--- src/rtl/axi_stream_arb_pkg.sv ---
// Shared types and helpers for the packet-granular AXI4-Stream round-robin arbiter.
package axi_stream_arb_pkg;

    typedef enum logic {
        IDLE   = 1'b0,
        LOCKED = 1'b1
    } arb_state_e;

    localparam int DefaultNumRx     = 4;
    localparam int DefaultDataWidth = 32;

    // Index width of a port number, never narrower than one bit.
    function automatic int idx_width(input int n);
        return (n > 1) ? $clog2(n) : 1;
    endfunction

endpackage

--- src/rtl/axi_stream_rr_arbiter_if.sv ---
// Bundle of NumPorts AXI4-Stream lanes (tvalid/tdata/tlast forward, tready back).
interface axi_stream_rr_arbiter_if #(
    parameter int NumPorts  = 1,
    parameter int DataWidth = 32
);
    logic [NumPorts-1:0]                tvalid;
    logic [NumPorts-1:0][DataWidth-1:0] tdata;
    logic [NumPorts-1:0]                tlast;
    logic [NumPorts-1:0]                tready;

    modport master (
        output tvalid,
        output tdata,
        output tlast,
        input  tready
    );

    modport slave (
        input  tvalid,
        input  tdata,
        input  tlast,
        output tready
    );
endinterface

--- src/rtl/axi_stream_rr_pick.sv ---
// Combinational round-robin picker: first set bit of req_mask at or above ptr, wrapping
// modulo NumPorts (not modulo a power of two).
module axi_stream_rr_pick
    import axi_stream_arb_pkg::*;
#(
    parameter  int NumPorts = DefaultNumRx,
    localparam int IdxWidth = idx_width(NumPorts)
) (
    input  logic [NumPorts-1:0] req_mask,
    input  logic [IdxWidth-1:0] ptr,
    output logic                any_o,
    output logic [IdxWidth-1:0] idx_o
);

    localparam int SumW = IdxWidth + 1;

    logic [SumW-1:0]     sum  [NumPorts];
    logic [IdxWidth-1:0] cand [NumPorts];
    logic [NumPorts-1:0] hit;

    // cand[gi] is the port visited gi steps after ptr in the rotated search order.
    for (genvar gi = 0; gi < NumPorts; gi++) begin : g_rot
        assign sum[gi]  = {1'b0, ptr} + SumW'(gi);
        assign cand[gi] = (sum[gi] >= SumW'(NumPorts)) ? IdxWidth'(sum[gi] - SumW'(NumPorts))
                                                        : sum[gi][IdxWidth-1:0];
        assign hit[gi]  = req_mask[cand[gi]];
    end

    always_comb begin
        any_o = |hit;
        idx_o = ptr;
        for (int k = NumPorts - 1; k >= 0; k--) begin
            if (hit[k]) begin
                idx_o = cand[k];
            end
        end
    end

endmodule

--- src/rtl/axi_stream_rr_arbiter.sv ---
// Merges NumRx AXI4-Stream ports onto one tx port with a registered round-robin grant,
// holding the grant for a whole packet when LockPackets is set.
module axi_stream_rr_arbiter
    import axi_stream_arb_pkg::*;
#(
    parameter  int NumRx       = DefaultNumRx,
    parameter  int DataWidth   = DefaultDataWidth,
    parameter  bit LockPackets = 1'b1,
    localparam int IdxWidth    = idx_width(NumRx)
) (
    input  logic                    clk_i,
    input  logic                    rst_i,
    axi_stream_rr_arbiter_if.slave  rx,
    axi_stream_rr_arbiter_if.master tx,
    output logic [IdxWidth-1:0]     grant_o,
    output logic                    busy_o
);

    arb_state_e          state_reg, state_next;
    logic [IdxWidth-1:0] sel_reg, sel_next;
    logic [IdxWidth-1:0] rr_ptr_reg, rr_ptr_next;
    logic [IdxWidth-1:0] sel_inc;

    logic                 locked;
    logic                 tx_valid, tx_last, release_evt;
    logic [DataWidth-1:0] tx_data;
    logic [NumRx-1:0]     sel_onehot, cand_mask;
    logic                 idle_any, cand_any;
    logic [IdxWidth-1:0]  idle_idx, cand_idx;

    assign locked  = (state_reg == LOCKED);
    assign sel_inc = (sel_reg == IdxWidth'(NumRx - 1)) ? '0 : sel_reg + IdxWidth'(1);

    // Only the granted port ever sees tready, and only while locked.
    for (genvar gi = 0; gi < NumRx; gi++) begin : g_port
        assign sel_onehot[gi] = (sel_reg == IdxWidth'(gi));
        assign rx.tready[gi]  = locked & sel_onehot[gi] & tx.tready[0];
    end

    assign tx_valid = locked & rx.tvalid[sel_reg];
    assign tx_last  = locked & rx.tlast[sel_reg];
    assign tx_data  = locked ? rx.tdata[sel_reg] : '0;

    assign tx.tvalid[0] = tx_valid;
    assign tx.tlast[0]  = tx_last;
    assign tx.tdata[0]  = tx_data;

    assign release_evt = tx_valid & tx.tready[0] & (tx_last | !LockPackets);

    // The granted port's tvalid describes the beat just consumed, so it is no candidate.
    assign cand_mask = rx.tvalid & ~sel_onehot;

    axi_stream_rr_pick #(
        .NumPorts (NumRx)
    ) u_pick_idle (
        .req_mask (rx.tvalid),
        .ptr      (rr_ptr_reg),
        .any_o    (idle_any),
        .idx_o    (idle_idx)
    );

    axi_stream_rr_pick #(
        .NumPorts (NumRx)
    ) u_pick_next (
        .req_mask (cand_mask),
        .ptr      (sel_inc),
        .any_o    (cand_any),
        .idx_o    (cand_idx)
    );

    always_comb begin
        state_next  = state_reg;
        sel_next    = sel_reg;
        rr_ptr_next = rr_ptr_reg;
        case (state_reg)
            IDLE: begin
                if (idle_any) begin
                    sel_next   = idle_idx;
                    state_next = LOCKED;
                end
            end
            LOCKED: begin
                if (release_evt) begin
                    rr_ptr_next = sel_inc;
                    if (cand_any) begin
                        sel_next = cand_idx;
                    end else begin
                        state_next = IDLE;
                    end
                end
            end
            default: state_next = IDLE;
        endcase
    end

    always_ff @(posedge clk_i) begin
        if (rst_i) begin
            state_reg  <= IDLE;
            sel_reg    <= '0;
            rr_ptr_reg <= '0;
        end else begin
            state_reg  <= state_next;
            sel_reg    <= sel_next;
            rr_ptr_reg <= rr_ptr_next;
        end
    end

    assign busy_o  = locked;
    assign grant_o = sel_reg;

endmodule

--- src/flat_wrapper.sv ---
// flat-port wrapper written by rule: the top's interface ports become plain ports
module axi_stream_rr_arbiter_flat import axi_stream_arb_pkg::*;
#(
    parameter  int NumRx       = DefaultNumRx,
    parameter  int DataWidth   = DefaultDataWidth,
    parameter  bit LockPackets = 1'b1,
    localparam int IdxWidth    = idx_width(NumRx)
)
  (clk_i, rst_i, grant_o, busy_o, rx_tvalid, rx_tdata, rx_tlast, rx_tready, tx_tvalid, tx_tdata, tx_tlast, tx_tready);
  axi_stream_rr_arbiter_if #(.NumPorts(4), .DataWidth(DataWidth)) rx_i ();
  axi_stream_rr_arbiter_if #(.NumPorts(1), .DataWidth(DataWidth)) tx_i ();
  input  logic clk_i;
  input  logic rst_i;
  output logic [IdxWidth-1:0] grant_o;
  output logic busy_o;
  input wire logic [$bits(rx_i.tvalid)-1:0] rx_tvalid;
  input wire logic [$bits(rx_i.tdata)-1:0] rx_tdata;
  input wire logic [$bits(rx_i.tlast)-1:0] rx_tlast;
  output wire logic [$bits(rx_i.tready)-1:0] rx_tready;
  output wire logic [$bits(tx_i.tvalid)-1:0] tx_tvalid;
  output wire logic [$bits(tx_i.tdata)-1:0] tx_tdata;
  output wire logic [$bits(tx_i.tlast)-1:0] tx_tlast;
  input wire logic [$bits(tx_i.tready)-1:0] tx_tready;
  assign rx_i.tvalid = rx_tvalid;
  assign rx_i.tdata = rx_tdata;
  assign rx_i.tlast = rx_tlast;
  assign rx_tready = rx_i.tready;
  assign tx_tvalid = tx_i.tvalid;
  assign tx_tdata = tx_i.tdata;
  assign tx_tlast = tx_i.tlast;
  assign tx_i.tready = tx_tready;
  axi_stream_rr_arbiter #(.NumRx(NumRx), .DataWidth(DataWidth), .LockPackets(LockPackets)) u_core (.clk_i(clk_i), .rst_i(rst_i), .rx(rx_i), .tx(tx_i), .grant_o(grant_o), .busy_o(busy_o));
endmodule
--- config.mk ---
export PLATFORM = sky130hd
export DESIGN_NAME = axi_stream_rr_arbiter_flat
export DESIGN_NICKNAME = d
export VERILOG_FILES = /design/src/rtl/axi_stream_arb_pkg.sv /design/src/rtl/axi_stream_rr_arbiter_if.sv /design/src/rtl/axi_stream_rr_pick.sv /design/src/rtl/axi_stream_rr_arbiter.sv /design/src/flat_wrapper.sv
export SDC_FILE = /design/constraint.sdc
export NUM_CORES = 1
export LEC_CHECK = 0
export ABC_CLOCK_PERIOD_IN_PS = 6200
export BUFFER_PORTS_ARGS = -buffer_cell sky130_fd_sc_hd__buf_2
export CAP_MARGIN = 25
export CORE_AREA = 2 2 71 73
export CTS_CLUSTER_SIZE = 12
export DETAILED_ROUTE_END_ITERATION = 8
export DIE_AREA = 0 0 73 75
export PLACE_DENSITY = 0.84
export SYNTH_ARGS = -nofsm -noshare
export SYNTH_HDL_FRONTEND = slang
export SYNTH_SLANG_ARGS = --single-unit
--- constraint.sdc ---
create_clock -name clk_i -period 6.2 [get_ports clk_i]
set_clock_uncertainty 0.2 [all_clocks]
set_input_delay 0.31 -clock clk_i [delete_from_list [all_inputs] [get_ports clk_i]]
set_output_delay 0.31 -clock clk_i [all_outputs]
set_load 0.1 [all_outputs]
==> out/metrics.yaml, run 1 <==
cts:
  cts_buffers: 3
  cts-htree-levels: 1
  path_clk_slew_ps: 40
  ctsResizeCount: 0
  cts-root-buf: "clkbuf_8"
  cts_num_sinks: 5
  postCtsSetupBuffers: 0
  cts_tree: "yes"
  cts_buffer_depth: 2
  clk_latency_ps: 230
  holdBufCountCts: 0
power_and_ir_drop:
  power_density_nw_per_um2: 176
  leakagePower_nw: 1.27
  vdd_drop_max_uv: 156
logic_synthesis:
  synth_compound_area_frac: 0.135
  synth_top_area_share: 0.476
  yosys_warnings: 0
  synthMuxAreaShare: 0.500
  syn_nets: 296
  synth_edf_count: 0
  synth.avg_cell_area_um2: 10.5
  synthAdderAreaFrac: 0.0311
  yosysTopAreaCell: "mux4_2"
  synth-async-reset-ratio: 0
  netlist_top_cells_area: "mux4_2 48%, and2_1 13%, dfxtp_1 6.2%"
  synthCells: 153
  dominantRegCellSynth: "dfxtp_1"
  synth_cell_types: 35
  yosys.area_share.simple: 0.205
  synth_area_um2: 1610
  ys_ff_latch: 5
  yosysSeqAreaShare: 0.0622
  synth_xor_area_frac: 0
  synth_top_family_by_area: "multiplexers"
  synthTopCellsByCount: "34 x and2_1, 34 x mux4_2, 8 x clkbuf_1, 8 x nor2_1, 7 x inv_1"
placement:
  dp_slack_ps: 3320
  dp.cells: 373
  hpwl_mm: 5.32
  port_buffers: 179
  gp_congestion: 0.890
route:
  drtIter0Drc: 89
  dr.pass1.iters: 4
  vias: 2062
  routed_wl_mm: 6.45
  final_antenna_net_count: 0
  via_per_inst: 5.46
  wl_per_cell_um: 17.1
  drc_errors: 0
run:
  drv_cap: 0
sta:
  fin_crit_ps: 2980
  period_share: 0.481
  setup-violations-final: 0
  hold_viol: 0
  rsz0062_at_grt: "no"
  max_slew.worst_pin.slew_ps: 869
  holdWs_ps: 146
  slew_viol_final: 0
  setup_tns_ps: 0
  setup_slack_ps: 3220
  fmax_mhz: 335
  relSlewSlack: 0.421
floorplanning:
  die_w_um: 73
  start_util: 0.346
  core_area_um2: 4660
  die-area_um2: 5480
  num_rows: 25
  ios: 180
  die_h_um: 75
global_route:
  grt_antenna_before_repair: 1
  grt_pass1_wl_mm: 9.36
  grt_overflow: 0
  grt_start_max_net_pins: 39
  grt_pass1_vias: 1971
  grt_use_total: 0.219
critical_path:
  max_stage_delay_ps: 720
  crit_path_cell_trace: "buf_4, mux4_2, and2_1, buf_2"
  cp_slowest_cell: "dfxtp_2"
  path_max_fanout: 24
  worstPathArrival_ps: 2470
  cp_num_buf_inv: 2
  cp.required_ps: 5690
  startpoint_type: "flop"
  path_class: "flop to output pin"
  cp-end-kind: "output pin"
  cp_top_family: "buffers and inverters"
layout:
  layout.cells.non_filler: 378
  syn_to_final_growth_pct: 60.1
  nNetsFinal: 467
  drive_above_1_share: 0.693
status:
  status: "completed"
hold_path:
  hold_class: "input pin to flop"
final timing paths:
| check | from | end | slack [ps] | cells after the start |
|---|---|---|---|---|
| worst max-delay path | u_core.grant_o[0] | tx_tdata[7] | 3220 | 4 |
| worst min-delay path | rst_i | u_core.grant_o[1] | 150 | 2 |
| worst max register to register | u_core.grant_o[0] | u_core.grant_o[0] | 3370 | 6 |
| worst min register to register | u_core.rr_ptr_reg[0] | u_core.rr_ptr_reg[0] | 390 | 2 |
power by group:
part | switching [mW] | internal, mW
registers | 0.0150 | 0.0345
logic | 0.232 | 0.110
clock network | 0.0183 | 0.0443
total | 0.265 | 0.189
worst register-to-register path, cell delays in order, from the launching register on:
cell and delay (ps):
dfxtp_2 720, buf_4 480, mux4_2 580, and4_4 240
a21oi_4 180, mux2i_1 210, o41ai_1 100
through the flow:
step | power, mW | util | instance area (um2)
after floorplan | 0.310 | - | 1610
after global placement | 0.384 | 0.537 | 2500
after detailed placement | 0.392 | 0.543 | 2530
after CTS | 0.455 | 0.553 | 2580
after global routing | 0.473 | 0.553 | 2580
final | 0.454 | 0.553 | 2580
final cells by class:
class	instances	area, um2
inverter	7	26.3
tap	54	67.6
clock buffer	4	45.0
antenna	1	2.50
fill	429	2080
multi-input combinational	126	1400
timing repair buffer	181	931
sequential	5	103
kinds of logic after synthesis:
logic type / Yosys count
flops: 5
buf+inv: 22
fa+ha+maj: 4
mux: 38
compound gates: 28
simple gates: 56
layer usage:
metal,global-route usage,up-vias,part of all wire,routed length (um)
met2,0.411,110,0.53,3410
met1,0.254,981,0.38,2430
met3,0.0321,17,0.070,450
li1,-,954,-,-
met4,0.0720,0,0.025,163
met5,0,-,0,0
cell usage in the layout, fill, tap and decap left out, types with 3 or more instances in the layout:
master    count
a21oi_1       4
nand2b_1      3
dfxtp_1       3
clkbuf_8      3
mux2i_1       4
and3_1        4
ha_1          4
nor2_1        8
o21ai_0       6
nor2b_1       3
mux4_2       34
and2_1       34
buf_2       179
inv_1         7
Power figures use the tool's default switching activity.
==> run 2: changes to the inputs <==
- ABC_AREA: default -> 1
- ABC_CLOCK_PERIOD_IN_PS: 6200 -> 2600
- CORE_AREA: 2 2 71 73 -> default
- CORE_MARGIN: default -> 1.5
- CORE_UTILIZATION: default -> 35
- DIE_AREA: 0 0 73 75 -> default
- PLACE_DENSITY: 0.84 -> 0.82
- clock period: 6.2 -> 2.6 ns (I/O delays scaled with it)
==> run 2 against run 1 <==
  * Sequential cell count did not move
  * Combinational power rose to 5.7 times the previous value
  * Total power rose to 4.9 times the previous value
  * Die area rose by 13%
  * Critical endpoint is now tx_tdata[22]
  * Largest power group unchanged
  * Highest routed layer unchanged
==> out/metrics.yaml, run 2 <==
floorplanning:
  start_util: 0.363  # +0.0178
  core_area_um2: 5510  # +18%
  ios: 180  # unchanged
  die-area_um2: 6180  # +13%
  num_rows: 27  # +8.0%
  die_w_um: 78.6  # +7.7%
  die_h_um: 78.6  # +4.8%
cts:
  cts_num_sinks: 5  # unchanged
  postCtsSetupBuffers: 0  # unchanged
  path_clk_slew_ps: 30  # about the same
  cts_tree: "yes"
  cts_buffer_depth: 2  # unchanged
  clk_latency_ps: 230  # about the same
  cts-htree-levels: 1  # unchanged
  cts-root-buf: "clkbuf_8"
  cts_buffers: 3  # unchanged
route:
  vias: 3325  # +61%
  via_per_inst: 5.07  # -7.1%
  drc_errors: 0  # unchanged
  drtIter0Drc: 162  # +82%
  final_antenna_net_count: 0  # unchanged
  dr.pass1.iters: 5  # +1
  routed_wl_mm: 8.75  # +36%
  wl_per_cell_um: 13.3  # -22%
layout:
  final_common_cell: "buf_2"
  fillers: 521  # +21%
  antenna_cells: 0  # -1
  multiInputGateArea_um2: 2040  # +46%
  seq_area_um2: 106  # +3.7%
  nNetsFinal: 728  # +56%
  syn_to_final_growth_pct: 70.2
  final_cell_mix: "176 x buf_2, 132 x nor2_1, 77 x nand2_1"
  drive_above_1_share: 0.430  # -0.264
hold_path:
  hold_class: "input pin to flop"
  hold_start: "rx_tvalid[3]"
sta:
  fin_crit_ps: 2400
  fmax_mhz: 417
  max_slew.worst_pin.slew_ps: 498  # -370 ps
  relSlewSlack: 0.664  # +0.243
  holdWs_ps: 352  # +207 ps
  hold_viol: 0  # unchanged
  rsz0062_at_grt: "no"
  setup-violations-final: 0  # unchanged
  slew_viol_final: 0  # unchanged
  period_share: 0.923
critical_path:
  rrSetupSlack_ps: 400  # -2970 ps
  crit_start: "u_core.grant_o[1]"
  path_max_fanout: 29  # +21%
  max_stage_delay_ps: 520  # -200 ps
  crit_path_cell_trace: "inv_2, buf_4, nor2_1, o21ai_0, a21oi_4, buf_2"
  r2r_start: "u_core.grant_o[1]"
  cp-end-kind: "output pin"
  cp_slowest_cell: "dfxtp_4"
  startpoint_type: "flop"
  ff2ff_path_depth: 12  # +6
  path_class: "flop to output pin"
  crit-reg2reg-capture: "u_core.grant_o[1]"
  cp.required_ps: 2270  # -3420 ps
  crit_path_end: "tx_tdata[22]"
  worstPathArrival_ps: 2070  # -400 ps
placement:
  hpwl_mm: 6.93  # +30%
  gp_congestion: 0.970  # +9.1%
  port_buffers: 179  # unchanged
global_route:
  grt_pass1_vias: 2962  # +50%
  grt_overflow: 0  # unchanged
  met2_usage: 0.484  # +0.0731
  grt_start_max_net_pins: 43  # +10%
  grt_util_met1: 0.320  # +0.0660
  grt_antenna_before_repair: 0  # -1
  grt_pass1_wl_mm: 13.6  # +45%
  met3_usage: 0.0570  # +0.0248
  grt_use_total: 0.267  # +0.0482
  busiest_layer: "met2"
logic_synthesis:
  synthCells: 418  # +170%
  synthTopCellsByCount: "137 x nor2_1, 77 x nand2_1, 70 x o21ai_0"
  netlist_top_cells_area: "nor2_1 26%, o21ai_0 18%, nand2_1 14%"
  synth_area_um2: 2000  # +24%
  synth-async-reset-ratio: 0  # unchanged
  synth.avg_cell_area_um2: 4.79  # -55%
  synth_cell_types: 25  # -29%
  synth_top_area_share: 0.257  # -0.218
  dominantRegCellSynth: "dfxtp_1"
  ys_ff_latch: 5  # unchanged
  synth.most_common_cell: "nor2_1"
  yosys_warnings: 0  # unchanged
  yosysSeqAreaShare: 0.0500  # -0.0121
  yosysTopAreaCell: "nor2_1"
  synth_edf_count: 0  # unchanged
  syn_nets: 561  # +90%
power_and_ir_drop:
  leakagePower_nw: 1.75  # +38%
  p_total_mw: 2.23  # +390%
  vdd_drop_max_uv: 490  # +210%
  power_density_nw_per_um2: 654  # +270%
status:
  status: "completed"
run:
  drv_cap: 0  # unchanged
-- run 2: cell types whose count changed after synthesis, sizes merged, moves of 33 or more --
cell,change
nand2,+81
mux4,-34
o21ai,+65
and2,-34
nor2,+132
a21oi,+33
-- run 2: worst min-delay path by stage --
stage / slack (ps) / endpoint / cells past startpoint
final: 350 / u_core.grant_o[1] / 7
after global routing: 380 / u_core.busy_o / 2
after CTS: 350 / u_core.grant_o[1] / 7
after detailed placement: 100 / u_core.busy_o / 2
after global placement: 100 / u_core.busy_o / 2
after floorplan: -8 / u_core.busy_o / 1
-- run 2: report_power, final --
part	leakage, nW	internal, mW	switching (mW)
clock network	0.0255	0.103	0.0432
logic	1.69	0.500	1.46
registers	0.0422	0.0883	0.0350
total	1.75	0.691	1.54
-- run 2: layer usage --
| metal | part of all wire | up-vias |
|---|---|---|
| li1 | - | 1687 |
| met1 | 0.40 | 1484 |
| met2 | 0.51 | 140 |
| met3 | 0.080 | 14 |
| met4 | 0.017 | 0 |
| met5 | 0 | - |
-- run 2: what timing repair did --
| action | CTS | global route |
|---|---|---|
| hold buffers | 1 | 0 |
| hold endpoints to repair | 1 | 0 |
| resized for setup | 0 | 0 |
-- run 2: logic make-up after synthesis --
kind of cell,after synthesis,share of synthesized area
and+or+nand+nor,249,0.527
AOI/OAI and AO/OA,111,0.280
buffers and inverters,49,0.118
DFF,5,0.0500
adders and majority gates,4,0.0250
-- run 2: metrics by stage --
stage / cell area [um2] / instances / util / setup TNS [ps] / setup WS [ps]
4_1_cts: 3400 / 656 / 0.618 / 0 / 207
6_report: 3400 / 656 / 0.618 / 0 / 200
3_3_place_gp: 3350 / 651 / 0.608 / 0 / 486
5_1_grt: 3400 / 656 / 0.618 / 0 / 39.7
2_1_floorplan: 2390 / 418 / - / -1370 / -68.4
3_5_place_dp: 3350 / 651 / 0.608 / 0 / 430
-- run 2: critical path: cells and delay by family (launching register included) --
family / cells / cell delay [ps]
flip-flops: 1 / 520
AO/OA/AOI/OAI: 2 / 300
AND/OR/NAND/NOR: 1 / 160
buffers and inverters: 3 / 830
-- run 2: cell type report --
class	count	share of cell area
clock buffer	3	0.0121
multi-input combinational	364	0.600
tap	72	0.0265
timing repair buffer	188	0.301
clock inverter	1	0.00147
inverter	23	0.0279
sequential	5	0.0312
